### src/rtl/spi_ahb_loader_pkg.sv
// Shared constants and state encodings for the SPI-to-AHB boot loader.
package loader_pkg;

  localparam logic [7:0] CMD_WRITE     = 8'h02;
  localparam logic [7:0] CMD_RUN       = 8'hA5;

  localparam logic [1:0] HTRANS_IDLE   = 2'b00;
  localparam logic [1:0] HTRANS_NONSEQ = 2'b10;
  localparam logic [2:0] HSIZE_WORD    = 3'b010;
  localparam logic [2:0] HBURST_SINGLE = 3'b000;

  typedef enum logic [2:0] {
    P_IDLE,
    P_CMD,
    P_ADDR,
    P_DATA,
    P_RUN,
    P_DISCARD
  } parser_state_t;

  typedef enum logic [1:0] {
    A_IDLE,
    A_ADDR,
    A_DATA
  } ahb_state_t;

endpackage

### src/rtl/spi_ahb_loader_if.sv
// AHB-lite single-master bus between the loader and the router's SPI-side inputs.
interface spi_ahb_loader_if;
  logic [31:0] haddr;
  logic [1:0]  htrans;
  logic        hwrite;
  logic [2:0]  hsize;
  logic [2:0]  hburst;
  logic [3:0]  hprot;
  logic        hmastlock;
  logic [31:0] hwdata;
  logic        hready;
  logic        hresp;

  modport master (
    output haddr, htrans, hwrite, hsize, hburst, hprot, hmastlock, hwdata,
    input  hready, hresp
  );

  modport slave (
    input  haddr, htrans, hwrite, hsize, hburst, hprot, hmastlock, hwdata,
    output hready, hresp
  );
endinterface

### src/rtl/spi_ahb_loader_spi_byte_rx.sv
// SPI mode-0 byte receiver: synchronizes the host pins, assembles MSB-first
// bytes on sclk rise and shifts the status byte out on miso on sclk fall.
module spi_byte_rx #(
  parameter int SYNC_STAGES = 2
) (
  input  logic       clk,
  input  logic       reset,
  input  logic       sclk,
  input  logic       cs_n,
  input  logic       mosi,
  input  logic [7:0] status,
  output logic       cs_idle,
  output logic       byte_valid,
  output logic [7:0] rx_byte,
  output logic       miso
);

  logic [SYNC_STAGES-1:0] sclk_sync, cs_sync, mosi_sync;
  logic       sclk_prev;
  logic       sclk_s, mosi_s, rise, fall;
  logic [2:0] bit_cnt;
  logic [6:0] rx_shift;
  logic [7:0] tx_shift;

  assign sclk_s  = sclk_sync[SYNC_STAGES-1];
  assign mosi_s  = mosi_sync[SYNC_STAGES-1];
  assign cs_idle = cs_sync[SYNC_STAGES-1];
  assign rise    = sclk_s & ~sclk_prev;
  assign fall    = ~sclk_s & sclk_prev;
  assign miso    = tx_shift[7];

  // NOTE: every register updates with <= so all flops see pre-edge values;
  // reset is sampled on clk, matching the rest of the codebase.
  always_ff @(posedge clk) begin
    if (reset) begin
      sclk_sync  <= '0;
      cs_sync    <= '1;
      mosi_sync  <= '0;
      sclk_prev  <= 1'b0;
      bit_cnt    <= '0;
      rx_shift   <= '0;
      rx_byte    <= '0;
      byte_valid <= 1'b0;
      tx_shift   <= '0;
    end else begin
      sclk_sync  <= {sclk_sync[SYNC_STAGES-2:0], sclk};
      cs_sync    <= {cs_sync[SYNC_STAGES-2:0], cs_n};
      mosi_sync  <= {mosi_sync[SYNC_STAGES-2:0], mosi};
      sclk_prev  <= sclk_s;
      byte_valid <= 1'b0;
      if (cs_idle) begin
        bit_cnt  <= '0;
        tx_shift <= status;
      end else begin
        if (rise) begin
          rx_shift <= {rx_shift[5:0], mosi_s};
          bit_cnt  <= bit_cnt + 3'd1;
          if (bit_cnt == 3'd7) begin
            byte_valid <= 1'b1;
            rx_byte    <= {rx_shift, mosi_s};
          end
        end
        // Between bytes the status keeps refreshing so the next byte reports it fresh.
        if (fall && bit_cnt != 3'd0) tx_shift <= {tx_shift[6:0], 1'b0};
        else if (bit_cnt == 3'd0)    tx_shift <= status;
      end
    end
  end

endmodule

### src/rtl/spi_ahb_loader.sv
// Boot loader top: parses SPI command frames into single-word AHB-lite writes
// through a one-word holding buffer, and issues the run pulse to the router.
module spi_ahb_loader
  import loader_pkg::*;
#(
  parameter int         SYNC_STAGES = 2,
  parameter logic [3:0] HPROT_VAL   = 4'b0011
) (
  input  logic             clk,
  input  logic             reset,
  input  logic             sclk,
  input  logic             cs_n,
  input  logic             mosi,
  output logic             miso,
  output logic             spi_change,
  output logic             busy,
  output logic             error,
  spi_ahb_loader_if.master ahb
);

  parser_state_t p_state;
  ahb_state_t    a_state;
  logic        cs_idle, byte_valid;
  logic [7:0]  rx_byte, status;
  logic [1:0]  byte_cnt;
  logic [23:0] word_sr;
  logic [31:0] addr, buf_addr, buf_data;
  logic        buf_full, spi_change_sent, pop, xfer_err;

  assign status = {5'b0, error, spi_change_sent, busy};

  spi_byte_rx #(.SYNC_STAGES(SYNC_STAGES)) u_rx (
    .clk       (clk),
    .reset     (reset),
    .sclk      (sclk),
    .cs_n      (cs_n),
    .mosi      (mosi),
    .status    (status),
    .cs_idle   (cs_idle),
    .byte_valid(byte_valid),
    .rx_byte   (rx_byte),
    .miso      (miso)
  );

  assign ahb.hsize     = HSIZE_WORD;
  assign ahb.hburst    = HBURST_SINGLE;
  assign ahb.hprot     = HPROT_VAL;
  assign ahb.hmastlock = 1'b0;

  // The AHB side takes the buffered word whenever it is idle or finishing a data phase.
  assign pop      = buf_full && (a_state == A_IDLE || (a_state == A_DATA && ahb.hready));
  assign xfer_err = (a_state == A_DATA) && ahb.hready && ahb.hresp;

  always_ff @(posedge clk) begin
    if (reset) begin
      p_state         <= P_IDLE;
      byte_cnt        <= '0;
      word_sr         <= '0;
      addr            <= '0;
      buf_full        <= 1'b0;
      buf_addr        <= '0;
      buf_data        <= '0;
      spi_change      <= 1'b0;
      spi_change_sent <= 1'b0;
      error           <= 1'b0;
    end else begin
      spi_change <= 1'b0;
      if (pop)      buf_full <= 1'b0;
      if (xfer_err) error    <= 1'b1;
      if (cs_idle) begin
        p_state  <= P_IDLE;
        byte_cnt <= '0;
      end else begin
        case (p_state)
          P_IDLE: p_state <= P_CMD;
          P_CMD: if (byte_valid) begin
            case (rx_byte)
              CMD_WRITE: p_state <= P_ADDR;
              CMD_RUN:   p_state <= P_RUN;
              default:   p_state <= P_DISCARD;
            endcase
          end
          P_ADDR: if (byte_valid) begin
            word_sr  <= {word_sr[15:0], rx_byte};
            byte_cnt <= byte_cnt + 2'd1;
            if (byte_cnt == 2'd3) begin
              addr    <= {word_sr, rx_byte[7:2], 2'b00};
              p_state <= P_DATA;
            end
          end
          P_DATA: if (byte_valid) begin
            word_sr  <= {word_sr[15:0], rx_byte};
            byte_cnt <= byte_cnt + 2'd1;
            if (byte_cnt == 2'd3) begin
              if (buf_full) begin
                error <= 1'b1;
              end else begin
                buf_full <= 1'b1;
                buf_addr <= addr;
                buf_data <= {word_sr, rx_byte};
              end
              addr <= addr + 32'd4;
            end
          end
          P_RUN: if (a_state == A_IDLE && !buf_full) begin
            spi_change      <= 1'b1;
            spi_change_sent <= 1'b1;
            p_state         <= P_DISCARD;
          end
          P_DISCARD: ;
          default: p_state <= P_IDLE;
        endcase
      end
    end
  end

  always_ff @(posedge clk) begin
    if (reset) begin
      a_state    <= A_IDLE;
      ahb.htrans <= HTRANS_IDLE;
      ahb.hwrite <= 1'b0;
      ahb.haddr  <= '0;
      ahb.hwdata <= '0;
      busy       <= 1'b0;
    end else if (pop) begin
      a_state    <= A_ADDR;
      ahb.htrans <= HTRANS_NONSEQ;
      ahb.hwrite <= 1'b1;
      ahb.haddr  <= buf_addr;
      ahb.hwdata <= buf_data;
      busy       <= 1'b1;
    end else begin
      case (a_state)
        A_ADDR: if (ahb.hready) begin
          a_state    <= A_DATA;
          ahb.htrans <= HTRANS_IDLE;
          ahb.hwrite <= 1'b0;
        end
        A_DATA: if (ahb.hready) begin
          a_state <= A_IDLE;
          busy    <= 1'b0;
        end
        default: a_state <= A_IDLE;
      endcase
    end
  end

endmodule

### src/flat_wrapper.sv
// flat-port wrapper written by rule: the top's interface ports become plain ports
module spi_ahb_loader_flat import loader_pkg::*;
#(
  parameter int         SYNC_STAGES = 2,
  parameter logic [3:0] HPROT_VAL   = 4'b0011
)
  (clk, reset, sclk, cs_n, mosi, miso, spi_change, busy, error, ahb_haddr, ahb_htrans, ahb_hwrite, ahb_hsize, ahb_hburst, ahb_hprot, ahb_hmastlock, ahb_hwdata, ahb_hready, ahb_hresp);
  spi_ahb_loader_if ahb_i ();
  input  logic clk;
  input  logic reset;
  input  logic sclk;
  input  logic cs_n;
  input  logic mosi;
  output logic miso;
  output logic spi_change;
  output logic busy;
  output logic error;
  output wire logic [$bits(ahb_i.haddr)-1:0] ahb_haddr;
  output wire logic [$bits(ahb_i.htrans)-1:0] ahb_htrans;
  output wire logic [$bits(ahb_i.hwrite)-1:0] ahb_hwrite;
  output wire logic [$bits(ahb_i.hsize)-1:0] ahb_hsize;
  output wire logic [$bits(ahb_i.hburst)-1:0] ahb_hburst;
  output wire logic [$bits(ahb_i.hprot)-1:0] ahb_hprot;
  output wire logic [$bits(ahb_i.hmastlock)-1:0] ahb_hmastlock;
  output wire logic [$bits(ahb_i.hwdata)-1:0] ahb_hwdata;
  input wire logic [$bits(ahb_i.hready)-1:0] ahb_hready;
  input wire logic [$bits(ahb_i.hresp)-1:0] ahb_hresp;
  assign ahb_haddr = ahb_i.haddr;
  assign ahb_htrans = ahb_i.htrans;
  assign ahb_hwrite = ahb_i.hwrite;
  assign ahb_hsize = ahb_i.hsize;
  assign ahb_hburst = ahb_i.hburst;
  assign ahb_hprot = ahb_i.hprot;
  assign ahb_hmastlock = ahb_i.hmastlock;
  assign ahb_hwdata = ahb_i.hwdata;
  assign ahb_i.hready = ahb_hready;
  assign ahb_i.hresp = ahb_hresp;
  spi_ahb_loader #(.SYNC_STAGES(SYNC_STAGES), .HPROT_VAL(HPROT_VAL)) u_core (.clk(clk), .reset(reset), .sclk(sclk), .cs_n(cs_n), .mosi(mosi), .miso(miso), .spi_change(spi_change), .busy(busy), .error(error), .ahb(ahb_i));
endmodule
### config.mk
export PLATFORM = sky130hd
export DESIGN_NAME = spi_ahb_loader_flat
export DESIGN_NICKNAME = d
export VERILOG_FILES = /design/src/rtl/spi_ahb_loader_pkg.sv /design/src/rtl/spi_ahb_loader_if.sv /design/src/rtl/spi_ahb_loader_spi_byte_rx.sv /design/src/rtl/spi_ahb_loader.sv /design/src/flat_wrapper.sv
export SDC_FILE = /design/constraint.sdc
export NUM_CORES = 1
export LEC_CHECK = 0
export CAP_MARGIN = 15
export CORE_ASPECT_RATIO = 0.5
export CORE_UTILIZATION = 55
export DETAILED_ROUTE_END_ITERATION = 7
export PLACE_DENSITY = 0.85
export REMOVE_ABC_BUFFERS = 1
export SYNTH_ARGS = -nofsm -noshare
export SYNTH_HDL_FRONTEND = slang
export SYNTH_SLANG_ARGS = --single-unit
### constraint.sdc
create_clock -name clk -period 2.8 [get_ports clk]
set_clock_uncertainty 0.15 [all_clocks]
set_input_delay 0.42 -clock clk [delete_from_list [all_inputs] [get_ports clk]]
set_output_delay 0.42 -clock clk [all_outputs]
set_load 0.1 [all_outputs]
== Word-level counts from Yosys, hierarchy flattened ==
Index checks and enable logic that the tools add are counted.

* Bits in registers: 232
* Input bits: 7
* Output and inout bits: 82
* Logic and storage cells: 135

* $add $sub $neg: 3
* Equality and inequality tests: 21
* Multiplexer cells: 40
* Bitwise gates (word level): 9
* Reduce and logical (&&, ||, !) cells: 35

{| class="wikitable"
|+ Operators by type and width
! operator !! number
|-
| 32-bit 2-to-1 mux || 4
|-
| 32-bit case mux with 2 select lines || 1
|-
| 32-bit by 3-bit adder with 32-bit output (second input constant) || 1
|-
| 1-bit 2-to-1 mux || 20
|-
| 8-bit 2-to-1 mux || 2
|-
| 3-bit 2-to-1 mux || 5
|-
| 3-bit case mux with 5 select lines || 1
|-
| 2-bit AND reduction || 6
|-
| 2-bit 2-to-1 mux || 5
|-
| 2-bit inequality test (second input constant) || 5
|-
| 5-bit AND reduction || 2
|-
| 2-bit nonzero test || 5
|-
| 3-bit equality test (second input constant) || 3
|-
| 3-bit AND reduction || 3
|-
| 8-bit by 2-bit equality test with 1-bit output (second input constant) || 1
|-
| 8-bit equality test (second input constant) || 1
|-
| 2-bit OR reduction || 4
|-
| 1-bit inverter || 7
|-
| 3-bit by 2-bit equality test with 1-bit output (second input constant) || 2
|-
| 3-bit zero test || 2
|-
| 2-bit by 1-bit inequality test with 1-bit output (second input constant) || 3
|-
| 3-bit by 2-bit inequality test with 1-bit output (second input constant) || 2
|-
| 3-bit case mux with 2 select lines || 1
|-
| 6-bit AND reduction || 1
|-
| 13 further kinds || 21
|}

== Logic depth before layout (Yosys ltp) ==
Gate-level depths: netlist of the first run.

* Depth in word-level cells: 10
* Depth in mapped cells: 9
* Mapped depth without buffers: 7

== Cells and area by module ==
Synthesis of the first run repeated with hierarchy kept, for this count alone.

* Cells, all modules: 1156
* Area total of the unflattened synthesis: 9245.1 µm²

{| class="wikitable"
|+ By module, submodules not included
! module !! times used !! cells each !! area each (µm²) !! seq. area each (µm²)
|-
| spi_ahb_loader || 1 || 1016 || 7931.4 || 3823.7
|-
| spi_byte_rx || 1 || 140 || 1313.8 || 680.7
|}

== Worst setup path before layout of the first run ==
OpenSTA, ideal clock, no wires.

* Path type: reg2reg
* Start point: register u_core.addr[2]
* End point: register u_core.addr[24]
* Library setup time: 0.103 ns
* Arrival time: 1.715 ns
* Required time: 2.547 ns
* Slack: 0.832 ns
* Stages on the path, launching flop included: 6
* Buffers on the path: 0
* Clock period less this slack: 1.968 ns
* Path through: dfxtp_1 ha_1 nand4_1 nor4_4 a311oi_1 a2111oi_2

* Longest elaborated chain between the ends: 4

{| class="wikitable"
|+ RTL lines
! what !! line !! source
|-
| start: declaration || spi_ahb_loader.sv:27 || <nowiki>logic [31:0] addr, buf_addr, buf_data;</nowiki>
|-
| start signal: assignment || spi_ahb_loader.sv:87 || <nowiki>addr <= {word_sr, rx_byte[7:2], 2'b00};</nowiki>
|-
| start signal: assignment || spi_ahb_loader.sv:102 || <nowiki>addr <= addr + 32'd4;</nowiki>
|-
| 32-bit by 3-bit adder with 32-bit output || spi_ahb_loader.sv:102 ||
|-
| 32-bit 2-to-1 mux || spi_ahb_loader.sv:94 || <nowiki>if (byte_cnt == 2'd3) begin</nowiki>
|-
| 32-bit 2-to-1 mux || spi_ahb_loader.sv:91 || <nowiki>P_DATA: if (byte_valid) begin</nowiki>
|-
| 32-bit case mux with 2 select lines || spi_ahb_loader.sv:74 || <nowiki>case (p_state)</nowiki>
|}

Every way passes these cells. The select of a mux whose other input is x is not followed.
A chain may end at the register's enable or synchronous reset.

== Worst setup path in the final report of the first run ==
Ends and elaborated chain as after synthesis.

==> results of run 1 <==
## flip-flops by register name, summed over array words and instances (netlist names), 2 cells and up
signal / cells
u_core.ahb.hwdata: 32
u_core.buf_data: 32
u_core.addr: 30
u_core.ahb.haddr: 30
u_core.buf_addr: 30
u_core.word_sr: 24
u_core.u_rx.rx_byte: 8
u_core.u_rx.tx_shift: 8
u_core.u_rx.rx_shift: 7
u_core.p_state: 3
u_core.u_rx.bit_cnt: 3
u_core.a_state: 2
u_core.byte_cnt: 2
u_core.u_rx.cs_sync: 2
u_core.u_rx.mosi_sync: 2
u_core.u_rx.sclk_sync: 2
## power by group through the flow
stage | registers [mW] | clock network, mW | logic (mW)
CTS | 3.21 | 2.78 | 0.155
detailed placement | 3.28 | 0 | 0.154
floorplan | 3.28 | 0 | 0.0934
global placement | 3.28 | 0 | 0.152
finish | 3.21 | 2.75 | 0.155
global route | 3.21 | 2.93 | 0.163
## cell usage in the layout, fill, tap and decap left out, drive strengths merged, types with 2 or more instances in the layout
| cell | instances |
|---|---|
| nor4 | 4 |
| conb | 14 |
| a41oi | 3 |
| buf | 91 |
| a21oi | 182 |
| a22oi | 11 |
| o22ai | 2 |
| and2 | 5 |
| inv | 6 |
| a31oi | 5 |
| a41o | 3 |
| a21o | 4 |
| nand3b | 4 |
| clkdlybuf4s50 | 5 |
| a22o | 3 |
| dfxtp | 225 |
| o311ai | 3 |
| a311oi | 7 |
| or2 | 4 |
| or3 | 4 |
| nand2 | 337 |
| a2111oi | 5 |
| a211oi | 8 |
| ha | 5 |
| and3 | 16 |
| or4 | 3 |
| o21ai | 20 |
| mux2i | 10 |
| nor3 | 11 |
| o41ai | 2 |
| nand3 | 18 |
| nor2b | 13 |
| nand4 | 11 |
| clkbuf | 32 |
| nor2 | 64 |
## final cells by class
type | count | area, µm²
fillers | 1303 | 5450
flip-flops and latches | 225 | 4500
multi-input cells | 801 | 3980
repair buffers | 96 | 749
clock buffers | 32 | 627
well taps | 204 | 255
clock inverters | 1 | 30.0
inverters | 6 | 22.5
## per-stage QoR
stage	utilization	power (mW)	setup slack [ns]
global placement	0.609	3.43	0.499
finish	0.651	6.12	0.352
detailed placement	0.609	3.43	0.417
global route	0.651	6.30	0.141
floorplan	-	3.37	-0.992
CTS	0.651	6.14	0.403
## how the worst max path moves through the flow
stage,start,endpoint,slack (ns)
5_1_grt,u_core.addr[2],u_core.addr[26],0.14
3_5_place_dp,u_core.p_state[1],u_core.buf_addr[14],0.42
3_3_place_gp,u_core.addr[2],u_core.addr[24],0.50
4_1_cts,u_core.addr[2],u_core.addr[24],0.40
2_1_floorplan,u_core.p_state[0],u_core.buf_addr[10],-0.99
6_report,u_core.addr[2],u_core.addr[24],0.35
## cell families (layout without fill, tap and decap cells)
logic type               count (synthesis)  count (layout)  synth area share
multiplexers                            11              11            0.0125
AO/OA/AOI/OAI                          267             267             0.173
other                                    2              14          0.000842
adder cells (fa/ha/maj)                  5               5           0.00702
flip-flops                             225             225             0.505
AND/OR/NAND/NOR                        502             502             0.244
buffers and inverters                  102             135            0.0554
XOR/XNOR                                 2               2           0.00196
## layer usage
metal,track usage,vias up,wire length (µm)
met5,0,-,0
li1,-,3820,-
met1,0.305,3610,8800
met3,0.0357,45,1200
met2,0.405,256,9140
met4,0.0693,0,481
==> reports/metrics.csv, run 1 <==
metric,value,unit
grt_max_degree,123,
cp_slowest_cell,nor4_4,
end_kind,register,
grt_pass1_vias,7116,
regToRegEndpoint,u_core.addr[24],
hold_class,in -> reg,
crit_path_start_kind,register,
postCtsHoldBufs,0,
intPower,4.84,mW
die-width,182,µm
cts_buffer_depth,3,
hold_violations,0,
rr_startpoint,u_core.addr[2],
synth_edf_count,0,
fmax,0.408,GHz
clkPwrFrac,0.450,
initial_core_util,0.571,
max_stage_delay,0.61,ns
synth_top_area_frac,0.505,
grt-ovfl-total,0,
holdWs,0.112,ns
synthTopCellsByCount,"nand2_1, dfxtp_1, a21oi_1",
wire_per_inst,14.4,µm
postCtsSetupRepairBufs,0,
ioPinCount,89,
p_sw,1.28,mW
synth_warnings,0,
chipHeight,92.0,µm
finalNetCount,1162,
synthCells,1116,
dr.first_iter.drc_count,612,
cp.arrival,2.69,ns
ant_nets,0,
critPathBufInv,0,
place_area,9510,µm²
ys.flop_type,dfxtp_1,
core_area,15600,µm²
diodes,0,
placed_cells,1332,
ys_ff_latch,225,
dieArea,16800,µm²
fin_crit_sh,0.874,
hold_end,u_core.u_rx.byte_valid,
path_cells,"ha_1, nand4_1, nor4_4, a311oi_1, a2111oi_2",
drcViolationCount,0,
clock_latency,0.49,ns
p_leak,3.54,nW
crit_fanout,8,
h-tree-depth,1,
min_path_cells,2,
avgViaCountPerCell,5.66,
finalNonFillerCells,1365,
maxCapViolations,0,
async_flop_share,0,
antenna_found_initial,0,
drt-total-wl,19.6,mm
slew_violations,0,
portBuffers,74,
critical_path_class,reg -> reg,
pwr-share-seq,0.524,
num_rows,32,
setup_tns,0,ns
vias,7731,
yosysTopAreaCell,dfxtp_1,
place_congestion,0.909,
drive_above_1_share,0.116,
ys_seq_area_frac,0.505,
cts_buffers,20,
hpwl,12.9,mm
hp-start,reset,
synth_area_leaders,"dfxtp_1, nand2_1, a21oi_1, nor2_1, clkbuf_1",
design_area,10200,µm²
yosysUniqueCellTypes,68,
synth_area,8920,µm²
status,finished clean,
maxSlewHeadroom,0.638,
clockRootBuffer,clkbuf_16,
reg2reg_depth,5,
rsz0062_at_grt,false,
power_density,602,nW/µm²
worst-path-stages,5,
first_pass_iters,5,
cpLargestDelayFamily,simple AND/OR/NAND/NOR gates,
worst-r2r-setup-slack,0.35,ns
yosysMostFrequentCell,nand2_1,
grt_first_pass_wirelength,32.9,mm
worst_pin_slew,0.543,ns
cts.repair.resized,0,
avgSynthCellArea,7.99,µm²
p_comb_frac,0.025,
clk_pin_slew_worst_paths,0.06,ns
ir_worst_vdd,0.455,mV
area_growth,14.0,%
fin_crit,2.45,ns
setup_viol,0,
clkSinkCount,225,
swShare,0.209,
cp.required,3.04,ns
track_usage,0.234,
tritoncts,yes,
Note: power is estimated with default switching activity, not from simulation.
==> run 2, diff against run 1 <==
--- a/config.mk
+++ b/config.mk
@@ -11,6 +11,7 @@
 export DETAILED_ROUTE_END_ITERATION = 7
 export PLACE_DENSITY = 0.85
 export REMOVE_ABC_BUFFERS = 1
+export SLEW_MARGIN = 25
 export SYNTH_ARGS = -nofsm -noshare
 export SYNTH_HDL_FRONTEND = slang
 export SYNTH_SLANG_ARGS = --single-unit
==> results of run 2 <==
No change in the layout: final DEF, timing and power equal those of run 1.
==> run 3, diff against run 2 <==
--- a/config.mk
+++ b/config.mk
@@ -7,9 +7,9 @@
 export LEC_CHECK = 0
 export CAP_MARGIN = 15
 export CORE_ASPECT_RATIO = 0.5
-export CORE_UTILIZATION = 55
+export CORE_UTILIZATION = 45
 export DETAILED_ROUTE_END_ITERATION = 7
-export PLACE_DENSITY = 0.85
+export PLACE_DENSITY = 0.65
 export REMOVE_ABC_BUFFERS = 1
 export SLEW_MARGIN = 25
 export SYNTH_ARGS = -nofsm -noshare
==> constraint.sdc (replaced) <==
create_clock -name clk -period 2.5 [get_ports clk]
set_clock_uncertainty 0.15 [all_clocks]
set_input_delay 0.375 -clock clk [delete_from_list [all_inputs] [get_ports clk]]
set_output_delay 0.375 -clock clk [all_outputs]
set_load 0.1 [all_outputs]
==> reports/metrics.csv, run 3 (synthesis results as in run 1) <==
metric,value,unit
status,finished clean,
p_sw,1.48,mW
cts.repair.resized,0,
top_regs,"u_core.ahb.hwdata (32), u_core.buf_data (32)",
grt_max_degree,99,
chipHeight,102,µm
slew_violations,0,
antenna_found_initial,0,
fmax,0.437,GHz
clk_pin_slew_worst_paths,0.07,ns
first_pass_iters,5,
dr.first_iter.drc_count,435,
pwr-share-seq,0.518,
final_common_cell,nand2_1,
intPower,5.45,mW
swShare,0.213,
ir_worst_vdd,0.357,mV
fin_crit,2.29,ns
setup_ws,0.211,ns
cp.required,2.74,ns
holdWs,0.0860,ns
portBuffers,74,
cts_buffers,20,
clock_latency,0.50,ns
rsz0062_at_grt,false,
hold_class,in -> reg,
drt-total-wl,19.8,mm
setup_viol,0,
maxCapViolations,0,
grt_first_pass_wirelength,32.5,mm
dieArea,20400,µm²
cp.arrival,2.53,ns
maxSlewHeadroom,0.469,
path_cells,"ha_1, nand4_1, nor4_4, a311oi_1, a2111oi_2",
hpwl,13.2,mm
final_cell_mix,"nand2_1, dfxtp_1, a21oi_1, buf_4, nor2_1",
grt-ovfl-total,0,
drcViolationCount,0,
clkPwrFrac,0.456,
track_usage,0.191,
worst-r2r-setup-slack,0.21,ns
post-place-ws,0.265,ns
clockRootBuffer,clkbuf_16,
finalNetCount,1166,
max_stage_delay,0.57,ns
clkSinkCount,225,
worst_pin_slew,0.797,ns
initial_core_util,0.472,
crit_path_start_kind,register,
avgViaCountPerCell,5.27,
area_growth,15.4,%
grt_pass1_vias,6784,
core_area,18900,µm²
diodes,0,
ant_nets,0,
h-tree-depth,1,
ioPinCount,89,
num_rows,35,
end_kind,register,
hold_violations,0,
crit_fanout,8,
cts_buffer_depth,3,
postCtsSetupRepairBufs,0,
fin_crit_sh,0.916,
wire_per_inst,13.8,µm
die-width,201,µm
post-route-util,0.545,
cp_slowest_cell,nor4_4,
postCtsHoldBufs,0,
tritoncts,yes,
place_congestion,0.863,
critical_path_class,reg -> reg,
p_comb_frac,0.026,
power_density,673,nW/µm²
drive_above_1_share,0.120,
p_leak,3.57,nW
vias,7525,
[run 3: cell types whose count changed in the layout (fill, tap and decap cells not counted)]
cell and change:
clkinv_2 +3, clkbuf_8 -3, clkbuf_1 +2, bufinv_16 +1, buf_12 +1, buf_4 +3
[run 3: stage by stage]
stage / area, µm² / cells / total power [mW] / setup TNS [ns]
2_1_floorplan: 8490 / 1032 / 3.78 / -121.69
3_3_place_gp: 9620 / 1391 / 3.85 / 0
3_5_place_dp: 9620 / 1391 / 3.85 / 0
4_1_cts: 10300 / 1427 / 7.00 / 0
5_1_grt: 10300 / 1427 / 7.15 / 0
6_report: 10300 / 1427 / 6.93 / 0
[run 3: power by group through the flow]
| stage | Clock (mW) | Sequential, mW | Combinational (mW) |
|---|---|---|---|
| final | 3.16 | 3.59 | 0.178 |
| after global routing | 3.38 | 3.59 | 0.188 |
| after CTS | 3.24 | 3.59 | 0.178 |
| after detailed placement | 0 | 3.67 | 0.178 |
| after global placement | 0 | 3.67 | 0.177 |
| after floorplan | 0 | 3.67 | 0.105 |
[run 3: cell type report]
cell class / count / area [µm²]
fill: 1805 / 8580
sequential: 225 / 4500
multi-input combinational: 801 / 3980
timing repair buffer: 100 / 792
clock buffer: 31 / 593
tap: 259 / 324
clock inverter: 5 / 75.1
inverter: 6 / 22.5
[run 3: worst paths after layout]
| check | from | to | cells past startpoint |
|---|---|---|---|
| min reg2reg | u_core.u_rx.cs_sync[0] | u_core.u_rx.cs_sync[1] | 1 |
| max reg2reg | u_core.addr[2] | u_core.addr[24] | 5 |
| min | reset | u_core.addr[14] | 2 |
| max | u_core.addr[2] | u_core.addr[24] | 5 |
[run 3: worst max-delay path: cells and delay by family (launching register included)]
kind	cells	cell delay [ns]
AND/OR/NAND/NOR	2	0.81
AO/OA/AOI/OAI	2	0.56
flip-flops	1	0.42
adder cells (fa/ha/maj)	1	0.24
[run 3: routing by layer]
metal  up-vias  GRT usage  share of wire
met4         0     0.0429          0.016
li1       3828          -              -
met5         -          0              0
met2       151      0.308           0.43
met1      3517      0.269           0.50
met3        29     0.0319          0.049
